**config.mk**
```make
export PLATFORM = sky130hd
export DESIGN_NAME = alu_operand_sweeper
export DESIGN_NICKNAME = d
export VERILOG_FILES = /design/src/rtl/alu_sweep_pkg.sv /design/src/rtl/alu_settle_timer.sv /design/src/rtl/alu_operand_sweeper.sv
export SDC_FILE = /design/constraint.sdc
export NUM_CORES = 1
export LEC_CHECK = 0
export ABC_AREA = 0
export CAP_MARGIN = 20
export CELL_PAD_IN_SITES_DETAIL_PLACEMENT = 0
export CELL_PAD_IN_SITES_GLOBAL_PLACEMENT = 1
export CORE_MARGIN = 2
export CORE_UTILIZATION = 35
export CTS_CLUSTER_DIAMETER = 200
export DETAILED_ROUTE_END_ITERATION = 10
export GPL_TIMING_DRIVEN = 0
export PLACE_DENSITY_LB_ADDON = 0.1
export SYNTH_ARGS = -nofsm -noshare
export SYNTH_HDL_FRONTEND = slang
export SYNTH_HIERARCHICAL = 1
export SYNTH_SLANG_ARGS = --single-unit
```
**constraint.sdc**
```tcl
create_clock -name clk -period 1.75 [get_ports clk]
set_input_delay 0.2625 -clock clk [delete_from_list [all_inputs] [get_ports clk]]
set_output_delay 0.2625 -clock clk [all_outputs]
set_load 0.05 [all_outputs]
```
**src/rtl/alu_sweep_pkg.sv**
```systemverilog
// Shared types and constants for the ALU operand sweeper.
// Holds the sweep state encoding, the fixed operand/result widths, the
// packed sample record carried on out_data and the flag tally helper.
package alu_sweep_pkg;

    localparam int A_W   = 2;   // operand A width
    localparam int B_W   = 4;   // operand B width
    localparam int Y_W   = 4;   // ALU result width
    localparam int REC_W = 14;  // packed record width
    localparam int CNT_W = 7;   // flag tally width, holds 0..64
    localparam int IDX_W = 6;   // combined {A,B} vector index
    localparam int SET_W = 4;   // settle counter width, holds 1..15

    localparam logic [IDX_W-1:0] IDX_LAST = 6'd63;

    typedef enum logic [1:0] {
        IDLE    = 2'd0,
        SETTLE  = 2'd1,
        PRESENT = 2'd2,
        FINISH  = 2'd3
    } sweep_state_t;

    // One sample, MSB first: {a, b, y, zero, neg, carry, ovf}
    typedef struct packed {
        logic [A_W-1:0] a;
        logic [B_W-1:0] b;
        logic [Y_W-1:0] y;
        logic           z;
        logic           n;
        logic           c;
        logic           o;
    } sweep_rec_t;

    // Add one to a tally when its flag is set; 64 vectors never overflow 7 bits
    function automatic logic [CNT_W-1:0] tally_inc(input logic [CNT_W-1:0] cnt,
                                                   input logic             flag);
        return cnt + {{(CNT_W-1){1'b0}}, flag};
    endfunction

endpackage

```
**src/rtl/alu_settle_timer.sv**
```systemverilog
// Loadable down-counter used to hold operands steady before sampling.
// Ports:
//   clk, rst_n  - clock and asynchronous active-low reset
//   load        - load load_val (takes priority over counting)
//   load_val    - settle length in cycles, 1..15
//   en          - count down by one per cycle, stopping at zero
//   term        - counter currently equals one (the sampling cycle)
module alu_settle_timer
    import alu_sweep_pkg::*;
(
    input  logic             clk,
    input  logic             rst_n,
    input  logic             load,
    input  logic [SET_W-1:0] load_val,
    input  logic             en,
    output logic             term
);

    localparam logic [SET_W-1:0] CNT_ONE  = 4'd1;
    localparam logic [SET_W-1:0] CNT_ZERO = 4'd0;

    logic [SET_W-1:0] cnt_r;

    // Counter register: load wins, otherwise step toward zero while enabled
    always_ff @(posedge clk or negedge rst_n) begin
        if (!rst_n) begin
            cnt_r <= CNT_ZERO;
        end else if (load) begin
            cnt_r <= load_val;
        end else if (en && (cnt_r != CNT_ZERO)) begin
            cnt_r <= cnt_r - CNT_ONE;
        end else begin
            cnt_r <= cnt_r;
        end
    end

    assign term = (cnt_r == CNT_ONE);

endmodule

```
**src/rtl/alu_operand_sweeper.sv**
```systemverilog
// Stimulus generator and result collector for 2-bit/4-bit operand ALUs.
// Walks {op_a, op_b} through all 64 combinations (A-major), waits
// SETTLE_CYCLES per vector, samples the ALU result and flags into a packed
// record and hands it out on a valid/ready stream. Flag tallies cover the
// most recent sweep.
// Ports:
//   clk, rst_n          - clock and asynchronous active-low reset
//   start               - begin a sweep (ignored while busy or finishing)
//   busy, done          - sweep in progress / one-cycle completion pulse
//   op_a, op_b          - operands driven to the ALU
//   res_y, res_*        - ALU result and zero/neg/carry/ovf flags
//   out_valid/out_ready - record handshake, out_data = sweep_rec_t
//   *_cnt               - per-sweep flag tallies, 0..64
module alu_operand_sweeper
    import alu_sweep_pkg::*;
#(
    parameter int SETTLE_CYCLES = 1
) (
    input  logic             clk,
    input  logic             rst_n,
    input  logic             start,
    output logic             busy,
    output logic             done,
    output logic [A_W-1:0]   op_a,
    output logic [B_W-1:0]   op_b,
    input  logic [Y_W-1:0]   res_y,
    input  logic             res_zero,
    input  logic             res_neg,
    input  logic             res_carry,
    input  logic             res_ovf,
    output logic             out_valid,
    input  logic             out_ready,
    output logic [REC_W-1:0] out_data,
    output logic [CNT_W-1:0] zero_cnt,
    output logic [CNT_W-1:0] neg_cnt,
    output logic [CNT_W-1:0] carry_cnt,
    output logic [CNT_W-1:0] ovf_cnt
);

    if ((SETTLE_CYCLES < 1) || (SETTLE_CYCLES > 15)) begin : g_bad_settle
        $error("alu_operand_sweeper: SETTLE_CYCLES must be in 1..15");
    end

    localparam logic [SET_W-1:0] SETTLE_LD = SET_W'(SETTLE_CYCLES);
    localparam logic [IDX_W-1:0] IDX_ONE   = 6'd1;
    localparam logic [IDX_W-1:0] IDX_ZERO  = 6'd0;
    localparam logic [CNT_W-1:0] CNT_ZERO  = 7'd0;

    sweep_state_t     state_r;
    logic [IDX_W-1:0] idx_r;
    logic [IDX_W-1:0] idx_nxt_s;
    sweep_rec_t       rec_r;
    logic             busy_r;
    logic             done_r;
    logic             valid_r;
    logic [A_W-1:0]   op_a_r;
    logic [B_W-1:0]   op_b_r;
    logic [CNT_W-1:0] zero_cnt_r;
    logic [CNT_W-1:0] neg_cnt_r;
    logic [CNT_W-1:0] carry_cnt_r;
    logic [CNT_W-1:0] ovf_cnt_r;

    logic xfer_s;
    logic tmr_load_s;
    logic tmr_en_s;
    logic tmr_term_s;

    // valid_r is only ever high in PRESENT, so this alone marks a transfer
    assign xfer_s    = valid_r & out_ready;
    assign idx_nxt_s = idx_r + IDX_ONE;
    assign tmr_en_s  = (state_r == SETTLE);

    // Reload the settle timer whenever a new vector is put on the operands
    always_comb begin
        tmr_load_s = 1'b0;
        case (state_r)
            IDLE: begin
                if (start) begin
                    tmr_load_s = 1'b1;
                end else begin
                    tmr_load_s = 1'b0;
                end
            end
            PRESENT: begin
                if (xfer_s && (idx_r != IDX_LAST)) begin
                    tmr_load_s = 1'b1;
                end else begin
                    tmr_load_s = 1'b0;
                end
            end
            default: begin
                tmr_load_s = 1'b0;
            end
        endcase
    end

    alu_settle_timer u_settle (
        .clk      (clk),
        .rst_n    (rst_n),
        .load     (tmr_load_s),
        .load_val (SETTLE_LD),
        .en       (tmr_en_s),
        .term     (tmr_term_s)
    );

    // Sweep FSM with index, operand, record and tally registers
    always_ff @(posedge clk or negedge rst_n) begin
        if (!rst_n) begin
            state_r     <= IDLE;
            idx_r       <= IDX_ZERO;
            rec_r       <= '0;
            busy_r      <= 1'b0;
            done_r      <= 1'b0;
            valid_r     <= 1'b0;
            op_a_r      <= 2'd0;
            op_b_r      <= 4'd0;
            zero_cnt_r  <= CNT_ZERO;
            neg_cnt_r   <= CNT_ZERO;
            carry_cnt_r <= CNT_ZERO;
            ovf_cnt_r   <= CNT_ZERO;
        end else begin
            case (state_r)
                IDLE: begin
                    done_r <= 1'b0;
                    if (start) begin
                        idx_r       <= IDX_ZERO;
                        op_a_r      <= 2'd0;
                        op_b_r      <= 4'd0;
                        zero_cnt_r  <= CNT_ZERO;
                        neg_cnt_r   <= CNT_ZERO;
                        carry_cnt_r <= CNT_ZERO;
                        ovf_cnt_r   <= CNT_ZERO;
                        busy_r      <= 1'b1;
                        state_r     <= SETTLE;
                    end
                end
                SETTLE: begin
                    // Sample on the last settle cycle; operands were stable throughout
                    if (tmr_term_s) begin
                        rec_r   <= {op_a_r, op_b_r, res_y,
                                    res_zero, res_neg, res_carry, res_ovf};
                        valid_r <= 1'b1;
                        state_r <= PRESENT;
                    end
                end
                PRESENT: begin
                    // Tallies come from the record actually handed out
                    if (xfer_s) begin
                        valid_r     <= 1'b0;
                        zero_cnt_r  <= tally_inc(zero_cnt_r,  rec_r.z);
                        neg_cnt_r   <= tally_inc(neg_cnt_r,   rec_r.n);
                        carry_cnt_r <= tally_inc(carry_cnt_r, rec_r.c);
                        ovf_cnt_r   <= tally_inc(ovf_cnt_r,   rec_r.o);
                        if (idx_r == IDX_LAST) begin
                            busy_r  <= 1'b0;
                            done_r  <= 1'b1;
                            state_r <= FINISH;
                        end else begin
                            idx_r            <= idx_nxt_s;
                            {op_a_r, op_b_r} <= idx_nxt_s;
                            state_r          <= SETTLE;
                        end
                    end
                end
                FINISH: begin
                    // start is deliberately not looked at here
                    done_r  <= 1'b0;
                    state_r <= IDLE;
                end
                default: begin
                    busy_r  <= 1'b0;
                    done_r  <= 1'b0;
                    valid_r <= 1'b0;
                    state_r <= IDLE;
                end
            endcase
        end
    end

    assign busy      = busy_r;
    assign done      = done_r;
    assign op_a      = op_a_r;
    assign op_b      = op_b_r;
    assign out_valid = valid_r;
    assign out_data  = rec_r;
    assign zero_cnt  = zero_cnt_r;
    assign neg_cnt   = neg_cnt_r;
    assign carry_cnt = carry_cnt_r;
    assign ovf_cnt   = ovf_cnt_r;

endmodule

```
* Yosys cells after proc, flatten, opt, wreduce, memory -nomap -nowiden
Cells that the tools add are included.
** Word-level totals
- Register bits :: 63
- Bits of input ports :: 12
- Output and inout port bits :: 51
** Operators by class
- Add/subtract/negate cells :: 6
- Equality and inequality tests :: 11
- Multiplexer cells :: 41
- Bitwise gates (word level) :: 1
- Reduce and logical (&&, ||, !) cells :: 16
** Operators by type and width (count)
- $pmux W7 S2 :: 4
- $mux W7 :: 5
- $add A7 B1 Y7 :: 4
- $mux W4 :: 5
- $mux W6 :: 3
- $mux W2 :: 7
- $pmux W6 S2 :: 1
- $reduce_and A3 Y1 :: 4
- $ne A2 B2 Y1 const B :: 5
- $mux W1 :: 9
- $pmux W1 S2 :: 4
- $pmux W2 S4 :: 1
- $pmux W4 S2 :: 1
- $reduce_and A4 Y1 :: 2
- $reduce_bool A2 Y1 :: 4
- $add A6 B1 Y6 const B :: 1
- $eq A6 B6 Y1 const B :: 1
- $ne A6 B6 Y1 const B :: 1
- $eq A2 B2 Y1 const B :: 2
- $eq A4 B1 Y1 const B :: 1
- $pmux W2 S2 :: 1
- $reduce_bool A4 Y1 :: 1
- $sub A4 B1 Y4 const B :: 1
- $eq A2 B1 Y1 const B :: 1
- 5 further kinds :: 6

* Longest topological paths before layout
Gate-level depths: netlist (run 1).
- Depth after elaboration :: 5
- Mapped depth :: 9

* Modules after synthesis
The synthesis (run 1) kept the hierarchy.
** Modules (own cells, without submodules)
- alu_operand_sweeper :: instances 1, cells each 242, area an instance 2608.8 sq um, sequential area each 1326.3 sq um
- alu_settle_timer :: instances 1, cells each 29, area an instance 282.8 sq um, sequential area each 100.1 sq um

* Worst setup path after synthesis (run 1)
No wires, ideal clock.
- Path kind :: flip-flop to flip-flop
- Start :: reg idx_r[0]
- End :: reg u_settle.cnt_r[3]
- Library setup time :: 0.126 ns
- Arrival time :: 1.993 ns
- Data required time :: 1.624 ns
- Setup slack :: -0.369 ns
- Stages on the path, launching flop included :: 8
- Clock period less this slack :: 2.119 ns
- Cells stage by stage :: dfrtp_1 ha_1 and3_1 and3_1 o21ai_0 buf_4 nor3_1 a221o_1
** On the way
- Word-level cells in the longest chain between the ends :: 5
- Elaborated cells on any way between the ends :: 6
- Classes of those cells :: eq/ne (1); mux (3); reduce/logical (2)
** RTL lines
- start, declared :: RTL line alu_operand_sweeper.sv:50 : logic [IDX_W-1:0] idx_r;
- start signal, assigned :: RTL line alu_operand_sweeper.sv:159 : idx_r <= idx_nxt_s;
- $ne A6 B6 Y1 * :: RTL line alu_operand_sweeper.sv:85 : if (xfer_s && (idx_r != IDX_LAST)) begin
- $logic_and A1 B1 Y1 * :: RTL line alu_operand_sweeper.sv:85
- $mux W1 * :: RTL line alu_operand_sweeper.sv:85
- $pmux W1 S2 * :: RTL line alu_operand_sweeper.sv:76 : case (state_r)
- named net tmr_load_s :: RTL line alu_operand_sweeper.sv:64 : logic tmr_load_s;
- $mux W4 or $reduce_bool A2 Y1 (tied branches)
- end signal, assigned :: RTL line alu_settle_timer.sv:29 : cnt_r <= load_val;
- end signal, assigned :: RTL line alu_settle_timer.sv:31 : cnt_r <= cnt_r - CNT_ONE;
- end signal, assigned :: RTL line alu_settle_timer.sv:33 : cnt_r <= cnt_r;
- end, declared :: RTL line alu_settle_timer.sv:22 : logic [SET_W-1:0] cnt_r;
The timed path passes the listed nets; every way through them passes the cells marked *.
A chain may end at the register's enable or synchronous reset.

* Final worst setup path (run 1)
- Start :: reg state_r[0]
- End :: reg neg_cnt_r[5] (netlist: neg_cnt[5])
** On the way
- Word-level cells in the longest chain between the ends :: 3
- Elaborated cells on any way between the ends :: 7
- Classes of those cells :: eq/ne (3); mux (1); reduce/logical (3)
** RTL lines
- start, declared :: RTL line alu_operand_sweeper.sv:49 : sweep_state_t state_r;
- start signal, assigned :: RTL line alu_operand_sweeper.sv:109 : state_r <= IDLE;
- start signal, assigned :: RTL line alu_operand_sweeper.sv:134 : state_r <= SETTLE;
- start signal, assigned :: RTL line alu_operand_sweeper.sv:143 : state_r <= PRESENT;
- $eq A2 B2 Y1 or $logic_not A2 Y1 (tied branches) :: RTL line alu_operand_sweeper.sv:122 : case (state_r)
- $ne A2 B2 Y1 (no line) or $reduce_bool A2 Y1 (tied branches)
- $reduce_and A3 Y1 (no line)
- end signal, assigned :: RTL line alu_operand_sweeper.sv:151 : neg_cnt_r <= tally_inc(neg_cnt_r, rec_r.n);
- end, declared :: RTL line alu_operand_sweeper.sv:59 : logic [CNT_W-1:0] neg_cnt_r;
Parallel ways exist; a longest one is shown, timed or not.

==> reports/qor.yml, run 1 <==
sta:
  max_slew.worst_pin.slew_ns: 0.608
  min_period_ns: 1.82
  slew_headroom: 0.595
  rsz0062_at_grt: "yes"
  maxSlewViolCount: 0
  clock_skew_ns: 0.0136
  fin_hold_ws_ns: 0.464
  period_share: 1.04
  setup-violations-final: 21
  setup_slack_ns: -0.0739
  fmax_mhz: 548
  tns_ns: -0.514
  hold_viol: 0
layout:
  area_growth_pct: 51.6
  fin_nets: 400
  fillCellCount: 758
  fin_area_sq_um: 4380
  final-instance-count-excl-fill: 484
  drive_above_1_share: 0.303
  diodes: 0
floorplanning:
  die-area_sq_um: 9000
  start_util: 0.357
  rows: 33
  coreArea_sq_um: 8090
  pin_count: 63
  fp.dieW_um: 94.9
  fp.dieH_um: 94.9
clock_tree:
  insertion_delay_ns: 0.34
  cts_htree_levels: 3
  tritoncts.num_buffers: 9
  cts_root_buffer: "clkbuf_8"
  clkTransAtPathRegs_ns: 0.08
  cts_tree: "yes"
  clock_sinks: 57
  clockBufferDepth: 2
global_route:
  grt_pass1_wl_um: 12400
  overflow: 0
  grt_antenna_before_repair: 0
  grt_max_degree: 34
  track_usage: 0.182
  first_global_vias: 2467
critical_path:
  cp_max_fo: 7
  cp-end-kind: "flip-flop"
  startpoint: "state_r[0]$_DFFE_PN0P_"
  crit_path_start_kind: "flip-flop"
  arrival_ns: 2.09
  slowest_stage: "or4_4"
  crit_type: "reg -> reg"
  cp.required_ns: 2.02
  worstReg2RegStart: "state_r[0]$_DFFE_PN0P_"
  crit_chain: "inv_2 > ha_4 > buf_6 > mux2_4 > nand2_4 > buf_8 > or4_4 > a21oi_2"
  slowest_delay_ns: 0.47
yosys:
  ys_seq_elements: 57
  synth_top_cell_by_area: "dfrtp_1"
  synth_cells: 271
  ys.flop_type: "dfrtp_1"
  ys_types: 48
  syn-cell-area_sq_um: 2890
  ys_seq_area_frac: 0.493
  ys.warnings.count: 6
  synth_top_cell_area_share: 0.493
  synth.avg_cell_area_sq_um: 10.7
  async_flop_share: 1.00
  yosys-top-cells-area: "dfrtp_1, ha_1, mux2_2, nand2_1, nand3_1"
  synth_edf_count: 0
worst_hold_path:
  hold_path_class: "in -> async"
placed_design:
  port_buffers: 62
  dp_hpwl_um: 5050
  post_dp_cell_area_sq_um: 3700
  place_congestion: 0.792
  dpl.cell_count: 441
  pre_cts_ws_ns: -0.557
routing:
  antenna_left: 0
  wirelength_um: 7740
  wl_per_cell_um: 16.0
  drt_first_pass_iters: 4
  vias_per_cell: 5.11
  via_count: 2475
  drt_iter0_drc: 75
  drc: 0
power_and_ir_drop:
  leakage_nw: 2.09
  power_density_nw_per_um2: 1590
  peakVddDrop_mv: 0.610
outcome:
  status: "complete, but fails checks"
  violations: "negative setup slack"
run:
  drv_cap: 0
placed cells by master, fill, tap and decap left out, types with 7 or more instances in the layout:
| cell | instances |
|---|---|
| mux2_2 | 13 |
| dfrtp_1 | 50 |
| buf_4 | 20 |
| buf_6 | 8 |
| dfrtp_2 | 7 |
| ha_1 | 10 |
| xnor2_1 | 8 |
| dlygate4sd2_1 | 51 |
| clkbuf_8 | 9 |
| nand3_1 | 14 |
| clkdlybuf4s50_1 | 10 |
| a21oi_1 | 12 |
| a22o_1 | 8 |
| nor2_1 | 16 |
| nand2_1 | 23 |
| o21ai_0 | 7 |
synthesized netlist by cell type, types with 3 or more instances:
library cell  count
clkbuf_1          3
mux2i_1           3
a22o_1            8
xor2_1            4
inv_1             6
nor2_1           20
o21ai_0          10
a21oi_1          15
nand2_1          25
nor3b_1           3
buf_6             3
nand3_1          16
nand2b_1          4
dfrtp_1          57
mux2_2           13
nor3_1            4
nor4b_1           3
ha_1             14
and2_1            3
o211ai_1          3
and4_1            4
o31ai_1           5
nor2b_1           3
xnor2_1           8
and3_1            3
or4_1             5
per-layer routing:
| metal | vias up | global-route usage | wire length, um |
|---|---|---|---|
| li1 | 1191 | - | - |
| met1 | 1215 | 0.229 | 3400 |
| met2 | 56 | 0.303 | 3850 |
| met3 | 13 | 0.0519 | 353 |
| met4 | 0 | 0.0556 | 138 |
| met5 | - | 0 | 0 |
sequential cells by signal, indices dropped and copies added (netlist names):
register        flops
ovf_cnt             7
done                1
state_r             2
neg_cnt             7
busy                1
idx_r               6
carry_cnt           7
out_data           14
u_settle/cnt_r      4
zero_cnt            7
out_valid           1
where the power goes:
part	internal [W]	total, W	switching, W
Clock	0.000797	0.00135	0.000549
Combinational	0.00160	0.00374	0.00213
Sequential	0.00161	0.00188	0.000278
Total	0.00401	0.00697	0.00296
per-stage QoR:
stage / total power (W) / util
after floorplan: 0.00379 / -
after global placement: 0.00466 / 0.456
after detailed placement: 0.00471 / 0.458
after CTS: 0.00660 / 0.516
after global routing: 0.00739 / 0.542
final: 0.00697 / 0.542
worst paths after layout:
| path | to | slack (ns) | cells after the start |
|---|---|---|---|
| max | neg_cnt[5]$_DFFE_PN0P_ | -0.07 | 8 |
| max reg2reg | neg_cnt[5]$_DFFE_PN0P_ | -0.07 | 8 |
| min in group clk | out_data[8]$_DFFE_PN0P_ | 0.49 | 2 |
| min | carry_cnt[0]$_DFFE_PN0P_ | 0.46 | 2 |
| min reg2reg | out_data[8]$_DFFE_PN0P_ | 0.49 | 2 |
| max in group asynchronous | idx_r[1]$_DFFE_PN0P_ | 0.67 | 3 |
critical path: cells and delay by family (launching register included):
family	cells	cell delay, ns
mux	1	0.21
buf+inv	3	0.36
flops	1	0.39
compound gates	1	0.12
simple gates	2	0.54
fa+ha+maj	1	0.15
cells by family (layout without fill, tap and decap cells):
family / count (synthesis) / after routing / share of synthesized area
buf+inv: 15 / 121 / 0.0303
fa+ha+maj: 14 / 14 / 0.0606
mux: 17 / 17 / 0.0662
other cells: 2 / 4 / 0.00260
compound gates: 54 / 54 / 0.124
simple gates: 100 / 100 / 0.187
flops: 57 / 57 / 0.493
xor+xnor: 12 / 12 / 0.0363
repair_timing:
action / CTS / global route
setup endpoints to repair: 103 / 39
hold endpoints to repair: 24 / 0
resized for setup: 92 / 22
pin swaps: 13 / 20
hold buffers: 1 / 0
cloned: 1 / 0
buffers inserted: 16 / 13
cell type report:
class / count / area [sq um] / share of cell area
clock buffers: 10 / 128 / 0.0291
inverters: 6 / 22.5 / 0.00514
plain buffers: 5 / 57.6 / 0.0131
multi-input cells: 201 / 1650 / 0.377
flip-flops and latches: 57 / 1440 / 0.327
well taps: 105 / 131 / 0.0300
repair buffers: 94 / 872 / 0.199
clock inverters: 6 / 83.8 / 0.0191
Note: power is estimated with default switching activity, not from simulation.
==> run 2: changes to the inputs <==
--- a/config.mk
+++ b/config.mk
@@ -10,7 +10,7 @@
 export CELL_PAD_IN_SITES_DETAIL_PLACEMENT = 0
 export CELL_PAD_IN_SITES_GLOBAL_PLACEMENT = 1
 export CORE_MARGIN = 2
-export CORE_UTILIZATION = 35
+export CORE_UTILIZATION = 39
 export CTS_CLUSTER_DIAMETER = 200
 export DETAILED_ROUTE_END_ITERATION = 10
 export GPL_TIMING_DRIVEN = 0
==> constraint.sdc (replaced) <==
create_clock -name clk -period 1.8 [get_ports clk]
set_input_delay 0.27 -clock clk [delete_from_list [all_inputs] [get_ports clk]]
set_output_delay 0.27 -clock clk [all_outputs]
set_load 0.05 [all_outputs]
==> reports/qor.yml, run 2 (same netlist as run 1, synthesis figures left out) <==
clock_tree:
  tritoncts.num_buffers: 9
  clockBufferDepth: 2
  cts_root_buffer: "clkbuf_8"
  cts_htree_levels: 3
  clkTransAtPathRegs_ns: 0.07
  insertion_delay_ns: 0.34
  cts_tree: "yes"
  clock_sinks: 57
floorplanning:
  rows: 31
  fp.dieH_um: 90.1
  pin_count: 63
  coreArea_sq_um: 7210
  fp.dieW_um: 90.1
  start_util: 0.401
  die-area_sq_um: 8120
power_and_ir_drop:
  leakage_nw: 2.12
  p_int_w: 0.00363
  peakVddDrop_mv: 0.775
  p_sw_frac: 0.423
  seqPwrFrac: 0.292
  clkPwrFrac: 0.210
  power_density_nw_per_um2: 1510
  pwr-share-comb: 0.498
  p_switching_w: 0.00266
critical_path:
  r2r_cells: 8
  worstReg2RegStart: "state_r[0]$_DFFE_PN0P_"
  slowest_stage: "dfrtp_1"
  cp-end-kind: "flip-flop"
  reg2reg_to: "ovf_cnt[5]$_DFFE_PN0P_"
  crit_chain: "inv_2 > ha_4 > buf_6 > mux2_4 > nand2_4 > buf_8 > or4_4 > a21oi_2"
  crit_type: "reg -> reg"
  arrival_ns: 2.06
  cp_max_fo: 7
  slowest_delay_ns: 0.41
  cp.required_ns: 2.08
  crit_path_start_kind: "flip-flop"
  reg2reg_setup_slack_ns: 0.01
sta:
  maxSlewViolCount: 0
  rsz0062_at_grt: "yes"
  period_share: 0.993
  max_slew.worst_pin.slew_ns: 0.664
  setup_slack_ns: 0.0130
  fmax_mhz: 560
  min_period_ns: 1.79
  slew_headroom: 0.558
  tns_ns: 0
  clock_skew_ns: 0.00655
  hold_viol: 0
  setup-violations-final: 0
global_route:
  grt_antenna_before_repair: 0
  grt_max_degree: 31
  first_global_vias: 2243
  overflow: 0
  track_usage: 0.179
  grt_pass1_wl_um: 11500
worst_hold_path:
  min_to: "busy$_DFFE_PN0P_"
  hold_path_class: "reg -> reg"
  hp-start: "busy$_DFFE_PN0P_"
  hold_path_depth: 2
layout:
  fin_nets: 387
  final_common_cell: "dfrtp_1"
  area_growth_pct: 44.5
  diodes: 0
  drive_above_1_share: 0.246
  fillCellCount: 669
  largest_register_ffs: 14
  layout_common_cells: "dfrtp_1, dlygate4sd2_1, nand2_1"
outcome:
  status: "finished, final reports clean"
placed_design:
  dp_hpwl_um: 4730
  port_buffers: 62
  pre_cts_ws_ns: -0.402
  place_congestion: 0.750
routing:
  wl_per_cell_um: 15.1
  antenna_left: 0
  drt_first_pass_iters: 4
  vias_per_cell: 5.06
  drt_iter0_drc: 113
  wirelength_um: 7010
  drc: 0
  via_count: 2354
run:
  drv_cap: 0
==> run 2: worst max path at each step <==
stage / startpoint / to / cells past startpoint
5_1_grt: state_r[0]$_DFFE_PN0P_ / ovf_cnt[5]$_DFFE_PN0P_ / 8
6_report: state_r[0]$_DFFE_PN0P_ / ovf_cnt[5]$_DFFE_PN0P_ / 8
3_3_place_gp: rst_n / out_valid$_DFFE_PN0P_ / 1
2_1_floorplan: idx_r[1]$_DFFE_PN0P_ / u_settle/cnt_r[3]$_DFFE_PN0P_ / 7
4_1_cts: ovf_cnt[6]$_DFFE_PN0P_ / ovf_cnt[6] / 1
3_5_place_dp: start / carry_cnt[2]$_DFFE_PN0P_ / 5
==> run 2: per-stage QoR <==
stage / cell area, sq um / std cells / hold slack [ns] / util / total power (W)
floorplan: 2930 / 273 / -0.0256 / - / 0.00369
detailed placement: 3690 / 435 / 0.349 / 0.512 / 0.00453
global route: 4180 / 465 / 0.519 / 0.579 / 0.00667
global placement: 3680 / 434 / 0.466 / 0.510 / 0.00448
finish: 4180 / 465 / 0.494 / 0.579 / 0.00629
CTS: 3990 / 458 / 0.493 / 0.553 / 0.00605
==> run 2: cell type report <==
cell class	count	area (sq um)	share of cell area
Multi-Input combinational cell	201	1540	0.370
Sequential cell	57	1430	0.343
Timing Repair Buffer	79	769	0.184
Clock buffer	11	131	0.0314
Tap cell	99	124	0.0296
Clock inverter	5	80.1	0.0192
Buffer	7	72.6	0.0174
Inverter	6	22.5	0.00539
==> run 2: power groups by stage <==
stage / Clock (W) / Sequential, W / Combinational (W)
after detailed placement: 0 / 0.00185 / 0.00268
final: 0.00132 / 0.00184 / 0.00313
after global routing: 0.00141 / 0.00188 / 0.00339
after floorplan: 0 / 0.00249 / 0.00120
after CTS: 0.00135 / 0.00183 / 0.00288
after global placement: 0 / 0.00184 / 0.00264
==> run 2: timing repair <==
item,CTS,global route
cloned,0,1
setup buffers,7,7
endpoints found under the setup margin,78,55
pin swaps,4,13
endpoints found under the hold margin,27,0
hold buffers,1,0
gates resized for setup,59,33
==> run 2: routing by layer <==
metal	GRT usage	vias up	wire (um)
li1	-	1164	-
met3	0.0578	7	257
met5	0	-	0
met2	0.286	48	3470
met1	0.233	1135	3200
met4	0.0538	0	82
==> run 2: critical path: cells and delay by family (launching register included) <==
family                     cells  cell delay [ns]
buffers and inverters          3             0.36
DFF                            1             0.41
adders and majority gates      1             0.15
AOI/OAI and AO/OA              1             0.13
muxes                          1             0.20
and+or+nand+nor                2             0.48
